<file path="src/rtl/calc_mailbox.sv">
// ----------------------------------------------------------------------------
// calc_mailbox
//
// Memory-mapped mailbox between the calculator keypad front-end and the
// single-cycle CPU. The front-end loads operands and an opcode, then raises
// fpgaStart to let the CPU execute. The CPU reads the operands through its
// data port and posts a result. A watchdog aborts a run that never posts a
// result within TIMEOUT cycles.
//
// Ports:
//   hz100       in   clock
//   reset       in   asynchronous active-low reset
//   fpgaAddr    in   front-end write address
//   fpgaWData   in   front-end write data
//   fpgaWrEn    in   front-end write enable (a write on every high cycle)
//   fpgaStart   in   front-end run request; its 0->1 transition starts a run
//   fpgaRdAddr  in   front-end read address
//   fpgaRdData  out  front-end read data, one-cycle registered latency
//   cpuAddr     in   CPU data address
//   cpuWData    in   CPU store data
//   cpuWrEn     in   CPU store strobe
//   cpuRdData   out  CPU load data, combinational
//   cpuRun      out  CPU execute enable
//   busy        out  high while a run is in progress
// ----------------------------------------------------------------------------
module calc_mailbox #(
    parameter logic [31:0] A_ADDR    = 32'd220,
    parameter logic [31:0] B_ADDR    = 32'd260,
    parameter logic [31:0] OP_ADDR   = 32'd300,
    parameter logic [31:0] RES_ADDR  = 32'd460,
    parameter logic [31:0] STAT_ADDR = 32'd464,
    parameter int unsigned TIMEOUT   = 200
) (
    input  logic        hz100,
    input  logic        reset,
    input  logic [31:0] fpgaAddr,
    input  logic [31:0] fpgaWData,
    input  logic        fpgaWrEn,
    input  logic        fpgaStart,
    input  logic [31:0] fpgaRdAddr,
    output logic [31:0] fpgaRdData,
    input  logic [31:0] cpuAddr,
    input  logic [31:0] cpuWData,
    input  logic        cpuWrEn,
    output logic [31:0] cpuRdData,
    output logic        cpuRun,
    output logic        busy
);

    // Watchdog width: at least 8 bits, wider if TIMEOUT needs it.
    localparam int CNT_W = ($clog2(TIMEOUT) > 8) ? $clog2(TIMEOUT) : 8;
    localparam logic [CNT_W-1:0] CNT_LAST = CNT_W'(TIMEOUT - 1);

    localparam logic [1:0] S_IDLE = 2'd0;
    localparam logic [1:0] S_RUN  = 2'd1;
    localparam logic [1:0] S_DONE = 2'd2;
    localparam logic [1:0] S_ERR  = 2'd3;

    logic [1:0]       state_q,   state_d;
    logic [31:0]      reg_a_q,   reg_a_d;
    logic [31:0]      reg_b_q,   reg_b_d;
    logic [3:0]       reg_op_q,  reg_op_d;
    logic [31:0]      reg_res_q, reg_res_d;
    logic [CNT_W-1:0] cnt_q,     cnt_d;
    logic [31:0]      fpga_rd_q, fpga_rd_d;
    logic             start_q;
    logic             armed_q;

    // ------------------------------------------------------------------
    // Decodes
    // ------------------------------------------------------------------
    logic fe_wr_a, fe_wr_b, fe_wr_op;
    logic start_edge;
    logic res_store;
    logic timeout_hit;
    logic [31:0] status;

    assign fe_wr_a  = fpgaWrEn && (fpgaAddr == A_ADDR);
    assign fe_wr_b  = fpgaWrEn && (fpgaAddr == B_ADDR);
    assign fe_wr_op = fpgaWrEn && (fpgaAddr == OP_ADDR);

    // start_q is cleared by reset, so a request held high across reset
    // release would look like a fresh edge. armed_q only sets once
    // fpgaStart has been seen low, which forces a real 0->1 transition.
    assign start_edge = fpgaStart && !start_q && armed_q;

    assign res_store   = cpuWrEn && (cpuAddr == RES_ADDR);
    assign timeout_hit = (cnt_q == CNT_LAST);

    assign status = {29'b0, state_q == S_ERR, state_q == S_DONE, state_q == S_RUN};

    // ------------------------------------------------------------------
    // Next-state logic
    // ------------------------------------------------------------------
    always_comb begin
        // NOTE: every signal gets a default before the case so no path
        // leaves one unassigned, which would infer a latch.
        state_d   = state_q;
        reg_a_d   = reg_a_q;
        reg_b_d   = reg_b_q;
        reg_op_d  = reg_op_q;
        reg_res_d = reg_res_q;
        cnt_d     = cnt_q;

        case (state_q)
            S_IDLE: begin
                if (fe_wr_a)  reg_a_d  = fpgaWData;
                if (fe_wr_b)  reg_b_d  = fpgaWData;
                if (fe_wr_op) reg_op_d = fpgaWData[3:0];
                // A write in the same cycle as the start edge still lands,
                // so the CPU sees the new value on its first cycle.
                if (start_edge) begin
                    state_d = S_RUN;
                    cnt_d   = '0;
                end
            end

            S_RUN: begin
                // Operands are frozen; front-end writes are dropped here.
                cnt_d = cnt_q + CNT_W'(1);
                // The CPU result wins over a timeout in the same cycle.
                if (res_store) begin
                    reg_res_d = cpuWData;
                    state_d   = S_DONE;
                end else if (timeout_hit) begin
                    reg_res_d = 32'hFFFF_FFFF;
                    state_d   = S_ERR;
                end
            end

            S_DONE, S_ERR: begin
                // Writing operand A is the front-end's way of starting the
                // next calculation; the old result stays readable.
                if (fe_wr_a) begin
                    reg_a_d = fpgaWData;
                    state_d = S_IDLE;
                end
            end

            default: state_d = S_IDLE;
        endcase
    end

    // ------------------------------------------------------------------
    // Read maps
    // ------------------------------------------------------------------
    always_comb begin
        cpuRdData = 32'b0;
        if      (cpuAddr == A_ADDR)    cpuRdData = reg_a_q;
        else if (cpuAddr == B_ADDR)    cpuRdData = reg_b_q;
        else if (cpuAddr == OP_ADDR)   cpuRdData = {28'b0, reg_op_q};
        else if (cpuAddr == RES_ADDR)  cpuRdData = reg_res_q;
        else if (cpuAddr == STAT_ADDR) cpuRdData = status;
    end

    // The front-end cannot see the status word.
    always_comb begin
        fpga_rd_d = 32'b0;
        if      (fpgaRdAddr == A_ADDR)   fpga_rd_d = reg_a_q;
        else if (fpgaRdAddr == B_ADDR)   fpga_rd_d = reg_b_q;
        else if (fpgaRdAddr == OP_ADDR)  fpga_rd_d = {28'b0, reg_op_q};
        else if (fpgaRdAddr == RES_ADDR) fpga_rd_d = reg_res_q;
    end

    // ------------------------------------------------------------------
    // State registers
    // ------------------------------------------------------------------
    // NOTE: sequential state uses non-blocking assignments so every flop
    // samples the pre-edge values regardless of block ordering.
    always_ff @(posedge hz100 or negedge reset) begin
        if (!reset) begin
            state_q   <= S_IDLE;
            reg_a_q   <= '0;
            reg_b_q   <= '0;
            reg_op_q  <= '0;
            reg_res_q <= '0;
            cnt_q     <= '0;
            fpga_rd_q <= '0;
            start_q   <= 1'b0;
            armed_q   <= 1'b0;
        end else begin
            state_q   <= state_d;
            reg_a_q   <= reg_a_d;
            reg_b_q   <= reg_b_d;
            reg_op_q  <= reg_op_d;
            reg_res_q <= reg_res_d;
            cnt_q     <= cnt_d;
            fpga_rd_q <= fpga_rd_d;
            // Edges seen outside IDLE are consumed here, so they cannot
            // fire later when the mailbox returns to IDLE.
            start_q   <= fpgaStart;
            if (!fpgaStart) armed_q <= 1'b1;
        end
    end

    assign fpgaRdData = fpga_rd_q;
    assign cpuRun     = (state_q == S_RUN);
    assign busy       = (state_q == S_RUN);

endmodule

</file>
<file path="config.mk">
export PLATFORM = sky130hd
export DESIGN_NAME = calc_mailbox
export DESIGN_NICKNAME = d
export VERILOG_FILES = /design/src/rtl/calc_mailbox.sv
export SDC_FILE = /design/constraint.sdc
export NUM_CORES = 1
export LEC_CHECK = 0
export BUFFER_PORTS_ARGS = -buffer_cell sky130_fd_sc_hd__buf_2
export CORE_AREA = 2 2 119 121
export DETAILED_ROUTE_END_ITERATION = 6
export DIE_AREA = 0 0 121 123
export PLACE_DENSITY = 0.78
export SLEW_MARGIN = 20
export SYNTH_ARGS = -nofsm -noshare
export SYNTH_HDL_FRONTEND = slang
export SYNTH_SLANG_ARGS = --single-unit
</file>
<file path="constraint.sdc">
create_clock -name hz100 -period 4.2 [get_ports hz100]
set_input_delay 0.84 -clock hz100 [delete_from_list [all_inputs] [get_ports hz100]]
set_output_delay 0.84 -clock hz100 [all_outputs]
set_load 0.005 [all_outputs]
</file>
======== Word-level counts from Yosys, hierarchy flattened ========
Cells that the tools add are included.
word-level totals
  register bits after elaboration ......... 144
  input bits .............................. 165
  output and inout bits ................... 66
operators by class
  $add $sub $neg .......................... 1
  equality and inequality tests ........... 19
  multiplexer cells ....................... 18
  reduce and logical (&&, ||, !) cells .... 18
operators by type and width
  kind                                                               count
  32-bit 2-to-1 mux                                                  10
  32-bit by 9-bit == test with 1-bit output (second input constant)  9
  32-bit by 8-bit == test with 1-bit output (second input constant)  3
  8-bit case mux with 2 select lines                                 1
  2-bit AND reduction                                                5
  8-bit by 1-bit adder with 8-bit output (second input constant)     1
  8-bit == test (second input constant)                              1
  2-bit 2-to-1 mux                                                   4
  8-bit 2-to-1 mux                                                   1
  1-bit logical AND                                                  6
  2-bit case mux with 3 select lines                                 1
  2-bit == test (second input constant)                              2
  2-bit != test (second input constant)                              2
  2-bit nonzero test                                                 2
  3-bit 2-to-1 mux                                                   1
  3-bit by 1-bit != test with 1-bit output (second input constant)   1
  3-bit AND reduction                                                1
  3-bit OR reduction                                                 1
  2-bit by 1-bit == test with 1-bit output (second input constant)   1
  2-bit logical NOT                                                  1
  2-bit OR reduction                                                 1
  1-bit logical NOT                                                  1

======== Longest topological paths before layout ========
  depth after elaboration ................. 6
  mapped depth ............................ 8
  depth with buffers taken out ............ 7

======== Worst setup path before layout ========
No wires, ideal clock.
  path type ............................... input-to-output
  start point ............................. input cpuAddr[26]
  end point ............................... output cpuRdData[21]
  arrival ................................. 2496 ps
  setup slack ............................. 864 ps
  stages .................................. 6
  buffers on the path ..................... 2
  cells stage by stage .................... or4b_2 nor4_1 buf_2 buf_2 a222oi_1 inv_1
between the ends
  longest elaborated chain between the ends .. 5
  elaborated cells between the ends (all ways) .. 8
RTL lines
  element                                    line  text
  start, declared                            42    input logic [31:0] cpuAddr,
  32-bit by 9-bit == test with 1-bit output  152   else if (cpuAddr == RES_ADDR) cpuRdData = reg_res_q;
  32-bit 2-to-1 mux                          152
  32-bit 2-to-1 mux                          151   else if (cpuAddr == OP_ADDR) cpuRdData = {28'b0, reg_op_q};
  32-bit 2-to-1 mux                          150   else if (cpuAddr == B_ADDR) cpuRdData = reg_b_q;
  32-bit 2-to-1 mux *                        149   if (cpuAddr == A_ADDR) cpuRdData = reg_a_q;
  end, declared                              45    output logic [31:0] cpuRdData,
Every way passes the cells marked *; elsewhere a longest branch is shown, timed or not.

======== Final worst setup path ========
  start point ............................. input cpuAddr[13]
  end point ............................... output cpuRdData[13]
The elaborated chain is that of the path after synthesis.

==> flow_metrics.py <==
metrics = {
    "finish": {
        "design_area_um2": 8560,
        "area_growth_syn_to_layout_pct": 28.9,
        "drive_gt1_frac": 0.454,
        "num-nets-final": 931,
        "final_common_cell": "buf_2",
        "final_util": 0.629,
        "final_cell_mix": "buf_2, dfrtp_1, mux2_2",
        "final-seq-area_um2": 3600,
        "multiInputGateArea_um2": 2780,
        "fillers": 1075,
    },
    "yosys": {
        "synth_area_um2": 6640,
        "ys_seq_area_frac": 0.542,
        "synth_top_family_by_area": "compound AO/OA/AOI/OAI gates",
        "synth_seq_cells": 144,
        "syn_area_per_cell_um2": 12.3,
        "synth.top_cell.area_share": 0.542,
        "synth_simple_gate_area_frac": 0.128,
        "synth_top_cell_by_area": "dfrtp_1",
        "synthTopCellsByArea": "dfrtp_1, mux2_2, a221o_1",
        "synthCells": 538,
        "synth_edf_count": 0,
        "async_reset_ff_frac": 1.00,
        "yosysUniqueCellTypes": 50,
        "synth-xor-area-share": 0.00132,
        "ys_warn_count": 0,
        "synth_flop_cell": "dfrtp_1",
        "muxShareOfSynthArea": 0.118,
        "synth_fa_ha_area_frac": 0.00188,
        "synth_compound_area_frac": 0.163,
        "syn_nets": 704,
    },
    "clock_network": {
        "cts_resized": 0,
        "cts_setup_buffers": 0,
        "numCtsBuffers": 17,
        "cts_max_path_buffers": 2,
        "h-tree-depth": 4,
        "cts_tree": "yes",
        "hold_buffers": 0,
        "ctsRootBufferMaster": "clkbuf_16",
        "cts_sinks": 144,
        "worst_setup_hold_path_clk_slew_ns": 0.05,
        "clock_latency_ns": 0.43,
    },
    "global_routing": {
        "grt_max_degree": 75,
        "grt_first_pass_wirelength_um": 30200,
        "grt_pass1_vias": 5915,
        "grt_overflow": 0,
        "track_usage": 0.267,
        "antenna_found_initial": 3,
    },
    "die": {
        "dieArea_um2": 14900,
        "die_h_um": 123,
        "fp.coreArea_um2": 13600,
        "num_io_pins": 231,
        "fp.dieW_um": 121,
        "row_count": 43,
        "start_util": 0.488,
    },
    "setup_path": {
        "reg2reg_slack_ns": 1.96,
        "crit_arrival_ns": 2.94,
        "endpoint": "cpuRdData[13]",
        "crit_path_end_kind": "output port",
        "startpoint_type": "input pin",
        "r2r-start": "cnt_q[0]",
        "reg2regPathDepth": 6,
        "required_ns": 3.36,
        "crit_fanout": 30,
        "path_class": "input pin to output port",
        "r2r-end": "reg_res_q[17]",
        "startpoint": "cpuAddr[13]",
    },
    "timing": {
        "slew_viol_final": 0,
        "fin_skew_ns": 0.0166,
        "setup_slack_ns": 0.418,
        "max-slew-margin-rel": 0.397,
        "timing.final.crit_share": 0.900,
        "timing.final.crit_period_ns": 3.78,
        "setup_tns_ns": 0,
        "setup_violations": 0,
        "fmax_mhz": 264,
        "hold_viol": 0,
        "worst_slew_pin_slew_ns": 0.896,
        "rsz0062_at_grt": "no",
    },
    "power": {
        "swShare": 0.204,
        "p_int_uw": 2370,
        "power_frac_comb": 0.047,
        "p_sw_uw": 609,
        "pwr-share-seq": 0.466,
        "power_uw": 2980,
        "peakVddDrop_uv": 331,
        "p_clk_frac": 0.487,
        "p_per_area_nw_per_um2": 348,
        "p_leak_uw": 0.00435,
    },
    "hold_path": {
        "hold_class": "input pin to asynchronous set/reset pin",
    },
    "place": {
        "gp_congestion": 0.916,
        "place_ws_ns": 0.506,
        "dp_hpwl_um": 12900,
        "port_buffers": 230,
        "place_area_um2": 7990,
    },
    "routing": {
        "routed-via-count": 5733,
        "dr.pass1.iters": 7,
        "wl_um": 19300,
        "routedWlPerCell_um": 20.1,
        "viasPerCell": 5.97,
        "ant_nets": 0,
        "dr.first_iter.drc_count": 548,
        "drc_errors": 4,
    },
    "run_status": {
        "violations": "DRC",
        "outcome": "finished, violations left",
    },
    "job": {
        "maxCapViolations": 0,
    },
}
## layout make-up
| class | instances | area share |
|---|---|---|
| inverter | 33 | 0.0145 |
| clock buffer | 26 | 0.0571 |
| timing repair buffer | 241 | 0.146 |
| sequential | 144 | 0.421 |
| multi-input combinational | 328 | 0.325 |
| clock inverter | 6 | 0.00935 |
| tap | 180 | 0.0263 |
| antenna | 3 | 0.000877 |
## power by group through the flow
stage,clock network [µW],registers (µW),logic (µW)
3_5_place_dp,0,1410,140
6_report,1450,1390,140
2_1_floorplan,0,1410,19.2
5_1_grt,1550,1390,156
4_1_cts,1470,1390,141
3_3_place_gp,0,1410,134
## synth_stat cells, drive strengths merged, types with 2 or more instances
library cell,number
a21oi,9
a221o,32
a222oi,28
a2bb2oi,8
and2,30
and3,2
and4,2
buf,17
clkbuf,16
dfrtp,144
inv,33
mux2,68
mux2i,2
nand2,14
nand2b,4
nand3,6
nand4,7
nand4b,3
nor2,11
nor2b,2
nor3,12
nor3b,3
nor4,21
nor4b,5
o21ai,3
o22a,33
o32a,2
or2,2
or3,3
or4,3
or4b,2
## flip-flops by register name, indices dropped and copies added, names as in the netlist
register / count
armed_q: 1
reg_op_q: 4
fpgaRdData: 32
reg_a_q: 32
reg_res_q: 32
cnt_q: 8
state_q: 2
reg_b_q: 32
start_q: 1
## how the worst min path moves through the flow
stage,end,depth (start not counted),from
finish,reg_res_q[5],1,reset
CTS,reg_res_q[5],1,reset
detailed placement,armed_q,1,armed_q
floorplan,armed_q,1,armed_q
global route,reg_res_q[5],1,reset
global placement,armed_q,1,armed_q
## routing by layer
| metal | wire length, µm | up-vias | track usage | part of all wire |
|---|---|---|---|---|
| met4 | 416 | 0 | 0.123 | 0.022 |
| li1 | - | 2552 | - | - |
| met2 | 9730 | 293 | 0.443 | 0.50 |
| met3 | 1410 | 33 | 0.0581 | 0.073 |
| met5 | 0 | - | 0 | 0 |
| met1 | 7750 | 2855 | 0.337 | 0.40 |
## kinds of logic after synthesis
group           Yosys count
flops                   144
simple gates            136
compound gates          120
mux                      70
buf+inv                  66
xor+xnor                  1
fa+ha+maj                 1
## through the flow
step / hold WS [ns] / std cells
after global routing: 0.463 / 961
final: 0.420 / 961
after CTS: 0.456 / 958
after detailed placement: 0.461 / 926
after floorplan: 0.435 / 538
after global placement: 0.451 / 926
## worst max-delay path, stage by stage
cell      delay [ns]
buf_2           0.11
nor4_1          0.51
nand3b_1        0.38
nor4_2          0.24
buf_4           0.42
a222oi_1        0.19
inv_1           0.12
buf_2           0.12
(Power assumes the default switching activity.)
